$ cat src/rtl/gc_arb_n.sv
`default_nettype none
// +----------------------------------------------------------------------------+
// | gc_arb_n: N-channel arbiter for host good-completion pointer updates.       |
// | Round-robin or fixed priority, enable mask, idle gap, ack timeout, counter. |
// | Revision: 1.0                                                              |
// +----------------------------------------------------------------------------+
module gc_arb_n #(
  parameter int NCH     = 4,
  parameter int AW      = 64,
  parameter int CW      = 2,
  parameter int RR      = 1,
  parameter int MIN_GAP = 0,
  parameter int TMO     = 0
) (
  input  logic              clk,
  input  logic              rst,
  input  logic [NCH-1:0]    ch_en,
  input  logic [NCH*AW-1:0] gc_addr_in,
  input  logic [NCH-1:0]    gc_updt_in,
  output logic [NCH-1:0]    gc_updt_ack_out,
  output logic [AW-1:0]     gc_addr,
  output logic              gc_updt,
  input  logic              gc_updt_ack,
  output logic [CW-1:0]     gc_grant_id,
  output logic [31:0]       upd_cnt,
  output logic              tmo_err
);

  localparam logic [3:0]  c_GAP_LOAD = 4'((MIN_GAP > 0) ? (MIN_GAP - 1) : 0);
  localparam logic [31:0] c_TMO      = 32'(TMO);

  typedef enum logic [1:0] {
    S_IDLE = 2'd0,
    S_BUSY = 2'd1,
    S_GAP  = 2'd2
  } state_t;

  state_t             r_state, w_state_nxt;
  logic [AW-1:0]      r_addr, w_addr_nxt;
  logic [CW-1:0]      r_id, w_id_nxt;
  logic               r_updt, w_updt_nxt;
  logic [NCH-1:0]     r_ack, w_ack_nxt;
  logic [31:0]        r_cnt, w_cnt_nxt;
  logic               r_err, w_err_nxt;
  logic [CW-1:0]      r_rr_ptr, w_ptr_nxt;
  logic [3:0]         r_gap_cnt, w_gap_nxt;
  logic [31:0]        r_tmo_cnt, w_tmo_nxt;

  logic [NCH-1:0]     w_elig;
  logic [NCH-1:0]     w_hi;
  logic               w_win_vld;
  logic [CW-1:0]      w_win_id;
  logic [AW-1:0]      w_win_addr;
  logic               w_arb;

  // The channel being acked still holds its request for this cycle.
  assign w_elig = gc_updt_in & ch_en & ~r_ack;

  always_comb begin
    w_hi      = '0;
    w_win_vld = |w_elig;
    w_win_id  = '0;
    for (int k = 0; k < NCH; k++) begin
      w_hi[k] = w_elig[k] && (k >= int'(r_rr_ptr));
    end
    for (int k = NCH-1; k >= 0; k--) begin
      if (w_elig[k]) w_win_id = CW'(k);
    end
    // Round-robin prefers the lowest eligible at/after the pointer, else wraps.
    if (RR != 0 && |w_hi) begin
      for (int k = NCH-1; k >= 0; k--) begin
        if (w_hi[k]) w_win_id = CW'(k);
      end
    end
  end

  assign w_win_addr = gc_addr_in[int'(w_win_id)*AW +: AW];

  always_comb begin
    w_state_nxt = r_state;
    w_addr_nxt  = r_addr;
    w_id_nxt    = r_id;
    w_updt_nxt  = r_updt;
    w_ack_nxt   = '0;
    w_cnt_nxt   = r_cnt;
    w_err_nxt   = r_err;
    w_ptr_nxt   = r_rr_ptr;
    w_gap_nxt   = r_gap_cnt;
    w_tmo_nxt   = r_tmo_cnt;
    w_arb       = 1'b0;
    case (r_state)
      S_IDLE: w_arb = 1'b1;
      S_BUSY: begin
        if (gc_updt_ack) begin
          w_updt_nxt      = 1'b0;
          w_ack_nxt[r_id] = 1'b1;
          w_cnt_nxt       = r_cnt + 32'd1;
          w_ptr_nxt       = (int'(r_id) == NCH-1) ? '0 : r_id + CW'(1);
          if (MIN_GAP > 0) begin
            w_state_nxt = S_GAP;
            w_gap_nxt   = c_GAP_LOAD;
          end else begin
            w_state_nxt = S_IDLE;
          end
        end else begin
          if (r_tmo_cnt != c_TMO) w_tmo_nxt = r_tmo_cnt + 32'd1;
          if (TMO > 0 && (r_tmo_cnt + 32'd1) == c_TMO) w_err_nxt = 1'b1;
        end
      end
      // Last gap cycle may grant, so exactly MIN_GAP idle cycles separate grants.
      S_GAP: begin
        if (r_gap_cnt == 4'd0) w_arb = 1'b1;
        else                   w_gap_nxt = r_gap_cnt - 4'd1;
      end
      default: w_state_nxt = S_IDLE;
    endcase
    if (w_arb) begin
      if (w_win_vld) begin
        w_state_nxt = S_BUSY;
        w_addr_nxt  = w_win_addr;
        w_id_nxt    = w_win_id;
        w_updt_nxt  = 1'b1;
        w_tmo_nxt   = '0;
      end else begin
        w_state_nxt = S_IDLE;
      end
    end
  end

  always_ff @(posedge clk or negedge rst) begin
    if (!rst) begin
      r_state   <= S_IDLE;
      r_addr    <= '0;
      r_id      <= '0;
      r_updt    <= 1'b0;
      r_ack     <= '0;
      r_cnt     <= '0;
      r_err     <= 1'b0;
      r_rr_ptr  <= '0;
      r_gap_cnt <= '0;
      r_tmo_cnt <= '0;
    end else begin
      r_state   <= w_state_nxt;
      r_addr    <= w_addr_nxt;
      r_id      <= w_id_nxt;
      r_updt    <= w_updt_nxt;
      r_ack     <= w_ack_nxt;
      r_cnt     <= w_cnt_nxt;
      r_err     <= w_err_nxt;
      r_rr_ptr  <= w_ptr_nxt;
      r_gap_cnt <= w_gap_nxt;
      r_tmo_cnt <= w_tmo_nxt;
    end
  end

  assign gc_updt_ack_out = r_ack;
  assign gc_addr         = r_addr;
  assign gc_updt         = r_updt;
  assign gc_grant_id     = r_id;
  assign upd_cnt         = r_cnt;
  assign tmo_err         = r_err;

endmodule
`default_nettype wire

$ cat config.mk
export PLATFORM = sky130hd
export DESIGN_NAME = gc_arb_n
export DESIGN_NICKNAME = d
export VERILOG_FILES = /design/src/rtl/gc_arb_n.sv
export SDC_FILE = /design/constraint.sdc
export NUM_CORES = 1
export LEC_CHECK = 0
export ABC_AREA = 1
export CAP_MARGIN = 20
export CORE_ASPECT_RATIO = 0.8
export CORE_MARGIN = 2
export CORE_UTILIZATION = 43
export CTS_BUF_LIST = sky130_fd_sc_hd__clkbuf_4
export CTS_CLUSTER_DIAMETER = 150
export DETAILED_ROUTE_END_ITERATION = 10
export PLACE_DENSITY = 0.89
export RECOVER_POWER = 100
export SYNTH_ARGS = -nofsm -noshare
export SYNTH_HDL_FRONTEND = slang
export SYNTH_SLANG_ARGS = --single-unit
$ cat constraint.sdc
create_clock -name clk -period 2.3 [get_ports clk]
set_clock_uncertainty 0.1 [all_clocks]
set_input_delay 0.69 -clock clk [delete_from_list [all_inputs] [get_ports clk]]
set_output_delay 0.69 -clock clk [all_outputs]
set_load 0.005 [all_outputs]
After elaboration in Yosys (flattened, before gate mapping)

Cells that the tools add are included.

Register bits after elaboration: 111
Input port bits: 267
Logic and storage cells: 63

Add/sub/neg operators: 3
Magnitude comparators: 5
Equal/unequal tests: 5
Shifts and indexed selects: 1
Mux-type cells: 24
Bitwise operators: 4
Reductions and logical operators: 13

Operators by type and width:

| kind                  | number |
|---|---|
| $shiftx 256x9->64     | 1 |
| $add 32x1->32 const B | 1 |
| $mux 2                | 12 |
| $and 4x4->4           | 2 |
| $mux 4                | 2 |
| $reduce_and 2->1      | 4 |
| $reduce_or 4->1       | 2 |
| $mux 1                | 7 |
| $eq 2x1->1 const B    | 2 |
| $ge 1x2->1 const A    | 2 |
| $logic_and 1x1->1     | 4 |
| $logic_not 4->1       | 1 |
| $not 4->4             | 1 |
| $pmux 2 s2            | 1 |
| $sub 4x1->4 const B   | 1 |
| $lt 2x3->1 const B    | 1 |
| $ne 3x3->1 const B    | 1 |
| $add 2x1->2 const B   | 1 |
| $demux 1 s2           | 1 |
| $eq 2x2->1 const B    | 1 |
| $ge 2x1->1 const B    | 1 |
| $ge 2x2->1 const A    | 1 |
| $logic_not 2->1       | 1 |
| $ne 2x1->1 const B    | 1 |
| other kinds (3)       | 3 |

Logic depth before layout (Yosys ltp)

Word-level depth: 12
Depth in mapped cells: 16

Least setup slack after synthesis

No wires, ideal clock.

Path kind: in2reg
Start: input gc_updt_in[0]
End: register r_addr[62], in the netlist gc_addr[62]
Setup time: 117 ps
Arrival time: 1811 ps
Path slack: 272 ps
Cell stages on the path: 10
Path buffers: 2
Cells stage by stage: nand2_1 > nor2_2 > nand3_2 > clkbuf_1 > clkbuf_1 > nand3_1 > nand3_1 > nand2_1 > nand2_1 > nand2_1

Longest elaborated chain between the ends: 9
Elaborated cells between the ends (all ways): 13
Those cells by class: shift: 1; mux: 6; bitwise: 2; reduce/logical: 4

RTL lines:

| element                    | RTL line | RTL |
|---|---|---|
| from (decl)                | 19       | `input logic [NCH-1:0] gc_updt_in,` |
| $and 4x4->4 * (2 in a row) | 57       | `assign w_elig = gc_updt_in & ch_en & ~r_ack;` |
| $mux 2                     | 67       | `if (w_elig[k]) w_win_id = CW'(k);` |
| $mux 2 (4 in a row)        | 72       | `if (w_hi[k]) w_win_id = CW'(k);` |
| $mux 2                     | 70       | `if (RR != 0 && \|w_hi) begin` |
| $shiftx 256x9->64          | 77       | `assign w_win_addr = gc_addr_in[int'(w_win_id)*AW +: AW];` |
| to (signal assigned)       | 144      | `r_addr <= w_addr_nxt;` |
| to (decl)                  | 39       | `logic [AW-1:0] r_addr, w_addr_nxt;` |

Every way passes the cells marked *; elsewhere a longest branch is shown, timed or not.
A chain may end at the register's enable or synchronous reset.

Worst setup path after layout

Start: input gc_updt_ack
End: register r_cnt[25], in the netlist upd_cnt[25]

Longest elaborated chain between the ends: 1

RTL lines:

| element                           | RTL line | RTL |
|---|---|---|
| from (decl)                       | 23       | `input logic gc_updt_ack,` |
| $reduce_and 2->1 (no source line) | -        |  |
| to (signal assigned)              | 148      | `r_cnt <= w_cnt_nxt;` |
| to (decl)                         | 43       | `logic [31:0] r_cnt, w_cnt_nxt;` |

Every way passes these cells.

==> summary.txt <==
Status -> complete, no violations
Die X -> 156 um
DP HPWL -> 21400 um
Hold crit path type -> flop to flop
VDD IR max -> 0.460 mV
Initial Util -> 0.438
Wl on met1 -> 11300 um
Relative slew slack -> 0.539
Critical path class -> input port to flop
Share of layout cells above drive strength 1 -> 0.0828
Pre-antenna DRT Iters -> 6
DRT iter0 DRCs -> 749
CP Capture Type -> flop
Data required time at the worst endpoint -> 2.64 ns
Clock buffer count from CTS -> 9
Fmax -> 444 MHz
Met3 WL -> 2600 um
CP arrival -> 2.59 ns
Final Power -> 0.0100 W
Mapped Area -> 7910 um2
Worst-skew pair later-pin latency -> 0.49 ns
Clock root cell -> clkbuf_4
Netlist cell types -> 32
Total routed wirelength -> 29400 um
Final Hold Viols -> 0
Leak Pwr -> 7.00 nW
Commonest non-fill, non-tap cell in the layout -> nand2_1
Drt drc -> 0
Hold Path Origin -> gc_addr[61]
Full die area -> 19500 um2
I/O Buffers -> 369
Crit path launch type -> input port
Largest net degree at the start of global routing -> 63
Routed Antenna Nets -> 0
Worst hold stages -> 2
Row cnt -> 44
FF-to-FF setup slack -> 0.22 ns
Vias -> 9600
Syn avg cell area -> 6.18 um2
CP Max Fanout -> 4
Worst r2r path cells -> 9
Reg2reg start -> upd_cnt[12]
Global Route Usage Sum -> 0.286
Simple-gate share of the synthesized area -> 0.429
Htree depth -> 3
Period Utilization, post-route -> 0.979
Worst-path clk slew -> 0.19 ns
CTS Buffer Depth -> 2
Unrepaired setup endpoints after global routing -> yes
Syn_nets -> 1552
Commonest cells after routing, fill and taps aside -> nand2_1, clkdlybuf4s50_1, inv_1
Register area share after synthesis -> 0.335
Mux share of post-synthesis cell area -> 0
First-pass GRT wire length -> 44800 um
Initial antenna violation count -> 3
Pwr dens -> 792 nW/um2
Final Wtd Congestion -> 0.888
Cells after Synth -> 1280
Final TNS setup -> 0 ns
Largest family of logic cells by synthesized area -> simple AND/OR/NAND/NOR gates
IO Count -> 371
Vias in the first global route -> 9202
Slew Limit Fails -> 0
CTS tree -> yes
Core region area -> 18100 um2
Max Used Layer -> met4
Max cap viols -> 0
Adder-cell share of the synthesized area -> 0.00791
WL/cell -> 15.3 um
Sink Count -> 106
Worst Tran Pin Value -> 0.691 ns
Fin nets -> 1957
DR vias/cell -> 4.99
Crit. Startpoint -> gc_updt_ack
Period minus WS final -> 2.25 ns
Yosys reg bits -> 106
Area grow syn2layout -> 59.9%
GRT Residual Overflow -> 0
Hold endpoint -> gc_addr[61]
XOR/XNOR Fraction of Synth Area -> 0.0343
Ys Warns -> 0
Synth Area in Compound Gates -> 0.00696
Met2 wire len -> 14100 um
Worst r2r dst -> upd_cnt[31]
Chip height -> 125 um
Final setup viols -> 0
## registers in the layout, summed over array words and instances, names as in the netlist
| register | flops |
|---|---|
| r_rr_ptr | 2 |
| gc_grant_id | 2 |
| upd_cnt | 32 |
| gc_addr | 64 |
| gc_updt | 1 |
| r_state | 1 |
| gc_updt_ack_out | 4 |
## metrics by stage
| stage | hold slack [ns] | instance area (um2) | instances | util | setup WS (ns) |
|---|---|---|---|---|---|
| floorplan | 0.294 | 7910 | 1280 | - | 0.272 |
| global placement | 0.361 | 12200 | 1865 | 0.674 | -0.363 |
| detailed placement | 0.364 | 12200 | 1865 | 0.674 | -0.442 |
| CTS | 0.404 | 12500 | 1902 | 0.691 | 0.000442 |
| global route | 0.429 | 12600 | 1923 | 0.700 | -0.0240 |
| finish | 0.399 | 12600 | 1923 | 0.700 | 0.0490 |
## critical path: stages
cell           delay [ns]
dlygate4sd3_1        0.54
nand2_1              0.21
nor3_4               0.25
nor3b_4              0.21
nand3_1              0.16
inv_1                0.13
nand2_1              0.10
nor2_2               0.14
xor2_1               0.15
## area by class of cell
class	instances	area, um2
fillers	1440	5420
repair buffers	461	4640
multi-input cells	813	3790
flip-flops and latches	106	2660
inverters	294	1100
well taps	230	288
clock inverters	7	80.1
clock buffers	9	67.6
diodes	3	7.51
## layer usage
metal | vias to the layer above | global-route usage
met3 | 107 | 0.0672
met2 | 552 | 0.492
met4 | 0 | 0.141
li1 | 4630 | -
met1 | 4311 | 0.336
met5 | - | 0
## what timing repair did
item | 4_1_cts | 5_1_grt
setup endpoints to repair | 26 | 43
endpoints found under the hold margin | 26 | 0
hold buffers | 1 | 0
resized for setup | 12 | 19
gates cloned | 0 | 2
setup buffers | 20 | 16
pin swaps | 0 | 0
## where the power goes
part	switching (W)	internal [W]	leakage, nW
combinational	0.00312	0.00296	5.62
sequential	0.000417	0.00252	1.30
clock	0.000744	0.000261	0.0761
total	0.00428	0.00574	7.00
## cell usage after synthesis (all sizes together)
cell	instances	area [um2]
dfrtp	106	2650
inv	293	1100
clkinv	1	3.75
nand3	265	1350
xnor2	13	114
or2	2	12.5
o211ai	2	15.0
a21oi	2	10.0
nand4	8	50.1
conb	1	3.75
nor3b	1	18.8
o21ai	6	30.0
clkbuf	23	86.3
buf	44	280
nand2	441	1690
ha	5	62.6
xor2	18	158
nor3	12	71.3
nor4	3	33.8
nor2	34	170
## worst max-delay path by stage
stage | end | slack, ns | cells after the start
4_1_cts | upd_cnt[15] | 0.0004 | 1
2_1_floorplan | gc_addr[62] | 0.27 | 10
3_5_place_dp | gc_addr[41] | -0.44 | 15
5_1_grt | gc_addr[54] | -0.02 | 15
6_report | upd_cnt[25] | 0.05 | 9
3_3_place_gp | gc_addr[41] | -0.36 | 15
## kinds of logic (layout without fill, tap and decap cells)
| family | count (synthesis) | count (layout) |
|---|---|---|
| and+or+nand+nor | 766 | 766 |
| buffers and inverters | 361 | 771 |
| DFF | 106 | 106 |
| xor gates and xnor gates | 31 | 31 |
| AOI/OAI and AO/OA | 10 | 10 |
| adders and majority gates | 5 | 5 |
| other | 1 | 4 |
(Power assumes the default switching activity.)
